$ cat src/rtl/prog_counter_pkg.sv
// prog_counter shared types and constants.
// FSM state encoding plus mode/direction codes.
package prog_counter_pkg;

  typedef enum logic [1:0] {
    IDLE = 2'd0,
    RUN  = 2'd1,
    DONE = 2'd2
  } state_e;

  localparam logic MODE_WRAP    = 1'b0;
  localparam logic MODE_ONESHOT = 1'b1;

  localparam logic DIR_UP   = 1'b0;
  localparam logic DIR_DOWN = 1'b1;

endpackage

$ cat src/rtl/prog_counter_step.sv
// prog_counter next-value datapath.
// Clamped up/down advance and terminal detect.
module prog_counter_step
  import prog_counter_pkg::*;
#(
  parameter int WIDTH      = 32,
  parameter int STEP_WIDTH = 8
) (
  input  logic [WIDTH-1:0]      count,
  input  logic                  dir,
  input  logic [STEP_WIDTH-1:0] step,
  input  logic [WIDTH-1:0]      limit,
  output logic [WIDTH-1:0]      nxt,
  output logic                  at_term
);

  logic [WIDTH:0] step_x;
  logic [WIDTH:0] sum;
  logic [WIDTH:0] diff;

  // Zero step acts as one; math carried at WIDTH+1 bits.
  always_comb begin
    step_x = '0;
    step_x[STEP_WIDTH-1:0] = step;
    if (step == '0) step_x = {{WIDTH{1'b0}}, 1'b1};
    sum  = {1'b0, count} + step_x;
    diff = {1'b0, count} - step_x;
  end

  // Up clamps to limit, down clamps to zero on borrow.
  always_comb begin
    nxt     = count;
    at_term = 1'b0;
    if (dir == DIR_UP) begin
      at_term = (count >= limit);
      if (sum >= {1'b0, limit}) nxt = limit;
      else nxt = sum[WIDTH-1:0];
    end else begin
      at_term = (count == '0);
      if (diff[WIDTH]) nxt = '0;
      else nxt = diff[WIDTH-1:0];
    end
  end

endmodule

$ cat src/rtl/prog_counter.sv
// prog_counter top: count register, one-shot FSM,
// terminal-count pulse and prescaled output slice.
module prog_counter
  import prog_counter_pkg::*;
#(
  parameter int WIDTH      = 32,
  parameter int OUT_WIDTH  = 8,
  parameter int STEP_WIDTH = 8
) (
  input  logic                  clk,
  input  logic                  resetn,
  input  logic                  en,
  input  logic                  clear,
  input  logic                  load,
  input  logic [WIDTH-1:0]      load_value,
  input  logic                  dir,
  input  logic [STEP_WIDTH-1:0] step,
  input  logic [WIDTH-1:0]      limit,
  input  logic                  mode,
  input  logic                  start,
  output logic [WIDTH-1:0]      count,
  output logic [OUT_WIDTH-1:0]  cout,
  output logic                  tc,
  output logic                  busy,
  output logic                  done
);

  logic [WIDTH-1:0] count_q, count_d;
  logic             tc_q, tc_d;
  state_e           state_q, state_d;

  logic [WIDTH-1:0] nxt;
  logic             at_term;
  logic [WIDTH-1:0] s_val;
  logic [WIDTH-1:0] t_val;

  prog_counter_step #(
    .WIDTH      (WIDTH),
    .STEP_WIDTH (STEP_WIDTH)
  ) u_step (
    .count   (count_q),
    .dir     (dir),
    .step    (step),
    .limit   (limit),
    .nxt     (nxt),
    .at_term (at_term)
  );

  assign s_val = (dir == DIR_DOWN) ? limit : '0;
  assign t_val = (dir == DIR_DOWN) ? '0 : limit;

  // Priority: clear > load > start > advance.
  always_comb begin
    count_d = count_q;
    tc_d    = 1'b0;
    state_d = state_q;
    if (clear) begin
      count_d = '0;
      state_d = IDLE;
    end else if (load) begin
      count_d = load_value;
    end else if (mode == MODE_WRAP) begin
      state_d = IDLE;
      if (en) begin
        if (at_term) begin
          count_d = s_val;
          tc_d    = 1'b1;
        end else begin
          count_d = nxt;
        end
      end
    end else begin
      case (state_q)
        IDLE: begin
          if (start) begin
            count_d = s_val;
            state_d = RUN;
          end
        end
        RUN: begin
          if (start) begin
            count_d = s_val;
          end else if (en) begin
            if (at_term || nxt == t_val) begin
              count_d = t_val;
              tc_d    = 1'b1;
              state_d = DONE;
            end else begin
              count_d = nxt;
            end
          end
        end
        DONE: begin
          if (start) begin
            count_d = s_val;
            state_d = RUN;
          end
        end
        default: state_d = IDLE;
      endcase
    end
  end

  // State registers with async active-low reset.
  always_ff @(posedge clk or negedge resetn) begin
    if (!resetn) begin
      count_q <= '0;
      tc_q    <= 1'b0;
      state_q <= IDLE;
    end else begin
      count_q <= count_d;
      tc_q    <= tc_d;
      state_q <= state_d;
    end
  end

  assign count = count_q;
  assign cout  = count_q[WIDTH-1 -: OUT_WIDTH];
  assign tc    = tc_q;
  assign busy  = (state_q == RUN);
  assign done  = (state_q == DONE);

endmodule

$ cat config.mk
export PLATFORM = sky130hd
export DESIGN_NAME = prog_counter
export DESIGN_NICKNAME = d
export VERILOG_FILES = /design/src/rtl/prog_counter_pkg.sv /design/src/rtl/prog_counter_step.sv /design/src/rtl/prog_counter.sv
export SDC_FILE = /design/constraint.sdc
export NUM_CORES = 1
export LEC_CHECK = 0
export CAP_MARGIN = 20
export CORE_ASPECT_RATIO = 0.9
export CORE_MARGIN = 2
export CORE_UTILIZATION = 38
export DETAILED_ROUTE_END_ITERATION = 8
export SLEW_MARGIN = 20
export SYNTH_ARGS = -nofsm -noshare
export SYNTH_HDL_FRONTEND = slang
export SYNTH_SLANG_ARGS = --single-unit
$ cat constraint.sdc
create_clock -name clk -period 9.8 [get_ports clk]
set_input_delay 1.96 -clock clk [delete_from_list [all_inputs] [get_ports clk]]
set_output_delay 1.96 -clock clk [all_outputs]
set_load 0.005 [all_outputs]
-- Word-level counts from Yosys, hierarchy flattened
Index checks and enable logic that the tools add are counted.
- bits of input ports: 80
- word-level logic and storage cells: 60
- bits in registers: 35
- output and inout bits: 43
- equality and inequality tests: 11
- $lt $le $gt $ge: 2
- reductions and logical operators: 8
- add/subtract/negate cells: 2
- mux-type cells: 34
- operator list (operator ; count):
    2-to-1 mux 32 bit ; 14
    one-hot mux 32 bit (2 select lines) ; 1
    adder 32 x 8 -> 33 bit ; 1
    >= comparator 33 x 32 -> 1 bit ; 1
    subtractor 32 x 8 -> 33 bit ; 1
    equality test 32 bit ; 1
    >= comparator 32 bit ; 1
    zero test 32 bit ; 1
    2-to-1 mux 2 bit ; 7
    2-to-1 mux 1 bit ; 10
    != test 5 x 4 -> 1 bit (second input constant) ; 2
    zero test 8 bit ; 1
    2-to-1 mux 8 bit ; 1
    != test 4 x 3 -> 1 bit (second input constant) ; 2
    != test 4 bit (second input constant) ; 2
    != test 5 bit (second input constant) ; 1
    AND reduction 5 bit ; 1
    one-hot mux 2 bit (2 select lines) ; 1
    AND reduction 4 bit ; 1
    nonzero test 4 bit ; 1
    equality test 2 x 1 -> 1 bit (second input constant) ; 1
    equality test 2 bit (second input constant) ; 1
    zero test 2 bit ; 1
    != test 2 bit (second input constant) ; 1
    other kinds (2) ; 2

-- Depth between registers and ports, before layout
- depth after elaboration: 15
- depth in mapped cells: 25
- mapped depth without buffers: 23

-- Modules after synthesis
From an unflattened synthesis, not the netlist that was laid out.
- cell total of the unflattened synthesis: 1247
- area, all modules: 8964.8 sq um
- modules (own cells, without submodules) (module ; sequential area each (sq um) ; cells each ; area an instance (sq um) ; times used):
    prog_counter ; 875.8 ; 721 ; 5233.8 ; 1
    prog_counter_step ; 0.0 ; 526 ; 3731.1 ; 1

-- Least setup slack after synthesis
No wires, ideal clock.
- path type: input to register
- from: input port step[5]
- to: register count_q[11], in the netlist count[11]
- buffers on the path: 2
- cell stages on the path: 25
- setup time: 0.121 ns
- arrival time: 6.659 ns
- path slack: 3.020 ns
- data required time: 9.679 ns
- cell sequence: nor4_1 > a41o_1 > ha_1 > fa_1 > nand2b_1 > a2111o_1 > a21oi_1 > buf_4 > nand3_1 > xor2_1 > inv_1 > ha_1 > nand3_1 > nor4_1 > o21ai_0 > a31oi_1 > nor3_1 > a22o_1 > o21ai_0 > nand4_1 > a211o_1 > o31ai_4 > buf_4 > o2bb2ai_1 > a22o_1
- longest elaborated chain between the ends: 15
- elaborated cells on any way between the ends: 19
- those cells by class: add/sub: 2; order compare: 1; eq/ne: 1; mux: 13; reduce/logical: 2
- RTL lines (element ; RTL line ; RTL):
    start, declared ; prog_counter.sv:17 ; input logic [STEP_WIDTH-1:0] step,
    zero test 8 bit ; prog_counter_step.sv:25 ; if (step == '0) step_x = {{WIDTH{1'b0}}, 1'b1};
    2-to-1 mux 8 bit (*) ; prog_counter_step.sv:25 ;
    adder 32 x 8 -> 33 bit ; prog_counter_step.sv:26 ; sum = {1'b0, count} + step_x;
    >= comparator 33 x 32 -> 1 bit ; prog_counter_step.sv:36 ; if (sum >= {1'b0, limit}) nxt = limit;
    2-to-1 mux 32 bit ; prog_counter_step.sv:36 ;
    2-to-1 mux 32 bit (*) ; prog_counter_step.sv:34 ; if (dir == DIR_UP) begin
    equality test 32 bit ; prog_counter.sv:84 ; if (at_term || nxt == t_val) begin
    logical OR 1 bit ; prog_counter.sv:84 ;
    2-to-1 mux 32 bit ; prog_counter.sv:84 ;
    2-to-1 mux 32 bit ; prog_counter.sv:83 ; end else if (en) begin
    2-to-1 mux 32 bit ; prog_counter.sv:81 ; if (start) begin
    one-hot mux 32 bit (2 select lines) ; prog_counter.sv:73 ; case (state_q)
    2-to-1 mux 32 bit (*) ; prog_counter.sv:62 ; end else if (mode == MODE_WRAP) begin
    2-to-1 mux 32 bit (*) ; prog_counter.sv:60 ; end else if (load) begin
    2-to-1 mux 32 bit (*) ; prog_counter.sv:57 ; if (clear) begin
    end signal, assigned ; prog_counter.sv:111 ; count_q <= count_d;
    end, declared ; prog_counter.sv:28 ; logic [WIDTH-1:0] count_q, count_d;
Mark *: on every way between the ends. The rest lies on a longest branch, timed or not. The select of a mux whose other input is x is not followed.
A chain may end at the register's enable or synchronous reset.

-- Worst setup path in the final report
- from: input port step[4]
- to: register count_q[8], in the netlist count[8]
Same word-level chain as after synthesis.

==> flow_summary.json <==
{
  "cts_made_buffers": 5,
  "post-route-period-util_pct": 90.1,
  "clk_path_buf_depth": 2,
  "cts_root_buffer": "clkbuf_16",
  "p_seq_share_pct": 20.1,
  "syn_to_final_growth_pct": 18.5,
  "synth_top_flop_cell": "dfrtp_1",
  "syn_nets": 1257,
  "dpl_cell_area_mm2": 0.00905,
  "switching_share_pct": 50.6,
  "use_met3_pct": 8.22,
  "ctsHoldBuffers": 0,
  "initial_core_util_pct": 38.8,
  "fin_area_mm2": 0.00922,
  "comb_power_share_pct": 62.2,
  "grt_usage_pct": 31.5,
  "cp.arrival_ns": 9.07,
  "antenna_cells": 0,
  "wl_per_cell_um": 24.8,
  "busiest_layer": "met1",
  "async_flop_share_pct": 100,
  "max_freq_ghz": 0.113,
  "antenna_found_initial": 0,
  "internal-power_mw": 0.572,
  "drc": 0,
  "holdCritPathClass": "flip-flop to flip-flop",
  "power_switching_mw": 0.586,
  "syn_inst": 1095,
  "rows": 49,
  "worst_slew_pin_slew_ns": 1.24,
  "leakagePower_nw": 3.75,
  "die_y_um": 140,
  "viasPerCell": 6.45,
  "max_slew_margin_pct": 17.4,
  "critical-path-top-delay-family": "compound AO/OA/AOI/OAI gates",
  "globalRouteMet1Util_pct": 46.6,
  "min_period_ns": 8.83,
  "finalClockSkew_ns": 0.00670,
  "hold_viol_final": 0,
  "grt_pass1_wl_mm": 52.2,
  "hpwl_mm": 26.6,
  "maxSlewViolCount": 0,
  "drtPass1Iterations": 6,
  "grt_pass1_vias": 8491,
  "ys_ff_latch": 35,
  "setup_tns_ns": 0,
  "grt_util_met2_pct": 44.1,
  "critPathRequiredTime_ns": 10.04,
  "grt_overflow": 0,
  "cts_tree": "built",
  "criticalPathCategory": "input pin to flip-flop",
  "cp.buffers_inverters": 4,
  "crit_fanout": 20,
  "worst_setup_path_start_kind": "input pin",
  "cts.sinks": 35,
  "synthesis.area_mm2": 0.00778,
  "max-vdd-ir-drop_v": 0.0000656,
  "dieArea_mm2": 0.0216,
  "io_buffers": 122,
  "nets": 1314,
  "crit_path_end_kind": "flip-flop",
  "status": "finished, final reports clean",
  "syn_avg_cell_area_um2": 7.11,
  "rsz0062_at_grt": "false",
  "ys_types": 85,
  "cp_slowest_stage_delay_ns": 0.77,
  "clk_pin_slew_ns": 0.07,
  "layout-drive-gt1-share_pct": 5.03,
  "yosysWarnings": 0,
  "fp.dieW_um": 155,
  "routed_wl_mm": 34.9,
  "core_area_mm2": 0.0200,
  "cts_resized": 0,
  "grt_max_degree": 50,
  "clk_latency_ns": 0.31,
  "ios": 123,
  "gp_congestion": 1.06,
  "post_cts_buffers": 0,
  "setup_viol": 0,
  "cts.htree.levels": 2,
  "slowest_stage": "o31ai_4",
  "ys_seq_area_share_pct": 11.3,
  "p_per_area_mw_per_mm2": 126,
  "drt_iter0_drc": 1213,
  "maxCapViolCount": 0,
  "synth_edf_count": 0,
  "antenna_left": 0,
  "fill_cells": 2062,
  "clkPwrFrac_pct": 17.7,
  "vias": 9079
}
## cells in the mapped netlist, types with 4 or more instances
library cell	number	area [um^2]
a31oi_1	14	87.6
and4_1	8	70.1
a21oi_1	76	380
o2bb2ai_1	18	158
a211oi_1	10	75.1
nor4_1	18	113
or2_2	4	25.0
nand3b_1	5	37.5
a221oi_1	31	272
inv_1	81	304
mux2i_1	10	100
o211ai_1	21	158
nor3b_1	4	30.0
or3_1	4	25.0
dfrtp_1	35	876
nor2b_1	22	138
nor2_1	80	300
a22o_1	18	158
nand3_1	41	205
and3_1	11	68.8
o221ai_1	4	35.0
o31ai_1	6	45.0
a2111oi_0	4	35.0
o21ai_0	81	405
o21a_1	9	67.6
nand2_1	81	304
a21o_1	8	60.1
and2_1	9	56.3
buf_4	14	105
buf_2	22	110
nor3_1	34	170
o22ai_1	13	81.3
xor2_1	16	140
nand4_1	18	113
ha_1	80	1000
o21bai_1	4	30.0
xnor2_1	51	447
nand2b_1	13	81.3
clkbuf_1	50	188
## path summary, 6_finish.rpt
| check | start | cells after the start | endpoint | slack (ns) |
|---|---|---|---|---|
| min | state_q[1] | 2 | state_q[1] | 0.60 |
| max in group asynchronous | resetn | 1 | count[25] | 7.38 |
| min in group asynchronous | resetn | 1 | count[23] | 1.81 |
| max reg2reg | count[2] | 22 | count[8] | 2.93 |
| max | step[4] | 26 | count[8] | 0.97 |
| min reg2reg | state_q[1] | 2 | state_q[1] | 0.60 |
## layout make-up
type	instances	area [um^2]	share of cell area, %
clock buffers	5	125	1.36
clock inverters	3	47.5	0.516
inverters	81	304	3.30
multi-input cells	892	6230	67.5
flip-flops and latches	35	876	9.50
well taps	255	319	3.46
repair buffers	137	1320	14.4
## flip-flops by register name (all words and copies together), names as in the netlist
name and cells:
count 32, tc 1, state_q 2
## through the flow
| step | worst slack [ns] | utilization, % | std cells | power [mW] | hold WS [ns] |
|---|---|---|---|---|---|
| final | 0.973 | 46.0 | 1408 | 1.16 | 0.598 |
| after global routing | 0.645 | 46.0 | 1408 | 1.22 | 0.633 |
| after CTS | 1.16 | 46.0 | 1408 | 1.14 | 0.595 |
| after detailed placement | 0.849 | 45.1 | 1400 | 0.925 | 0.579 |
| after global placement | 1.05 | 45.1 | 1400 | 0.926 | 0.578 |
| after floorplan | 3.02 | - | 1095 | 0.666 | 0.537 |
## placed cells by master, fill, tap and decap left out, types with 33 or more instances in the layout
cell type	netlist	layout
o21ai_0	81	81
dfrtp_1	35	35
nor3_1	34	33
nand2_1	81	81
xnor2_1	51	51
inv_1	81	81
nor2_1	80	78
clkdlybuf4s50_1	0	120
a21oi_1	76	76
nand3_1	41	41
ha_1	80	80
## power groups by stage
stage	clock network, mW	logic (mW)	registers (mW)
after floorplan	0	0.480	0.186
after global placement	0	0.693	0.233
after detailed placement	0	0.693	0.232
after CTS	0.208	0.698	0.229
after global routing	0.213	0.776	0.234
final	0.205	0.720	0.233
## worst reg2reg max path, delay by kind of cell, from the launching register on
family                     cells  cell delay, ns
adders and majority gates      2            0.79
xor gates and xnor gates       1            0.28
AOI/OAI and AO/OA             10            3.29
and+or+nand+nor                6            1.21
DFF                            1            0.50
buffers and inverters          3            0.74
## kinds of logic (layout without fill, tap and decap cells)
logic type	after synthesis	in the layout	share of synthesized area, %
adders and majority gates	82	82	13.4
muxes	12	12	1.58
DFF	35	35	11.3
xor gates and xnor gates	68	68	7.75
and+or+nand+nor	375	375	25.4
AOI/OAI and AO/OA	355	355	31.5
buffers and inverters	168	226	9.13
## layer usage
layer	share of wire [%]	wire (um)	up-vias
met3	12	4120	66
met2	41	14200	599
met1	45	15600	4243
met5	0	0	-
li1	-	-	4171
met4	2.8	978	0
(Power assumes the default switching activity.)
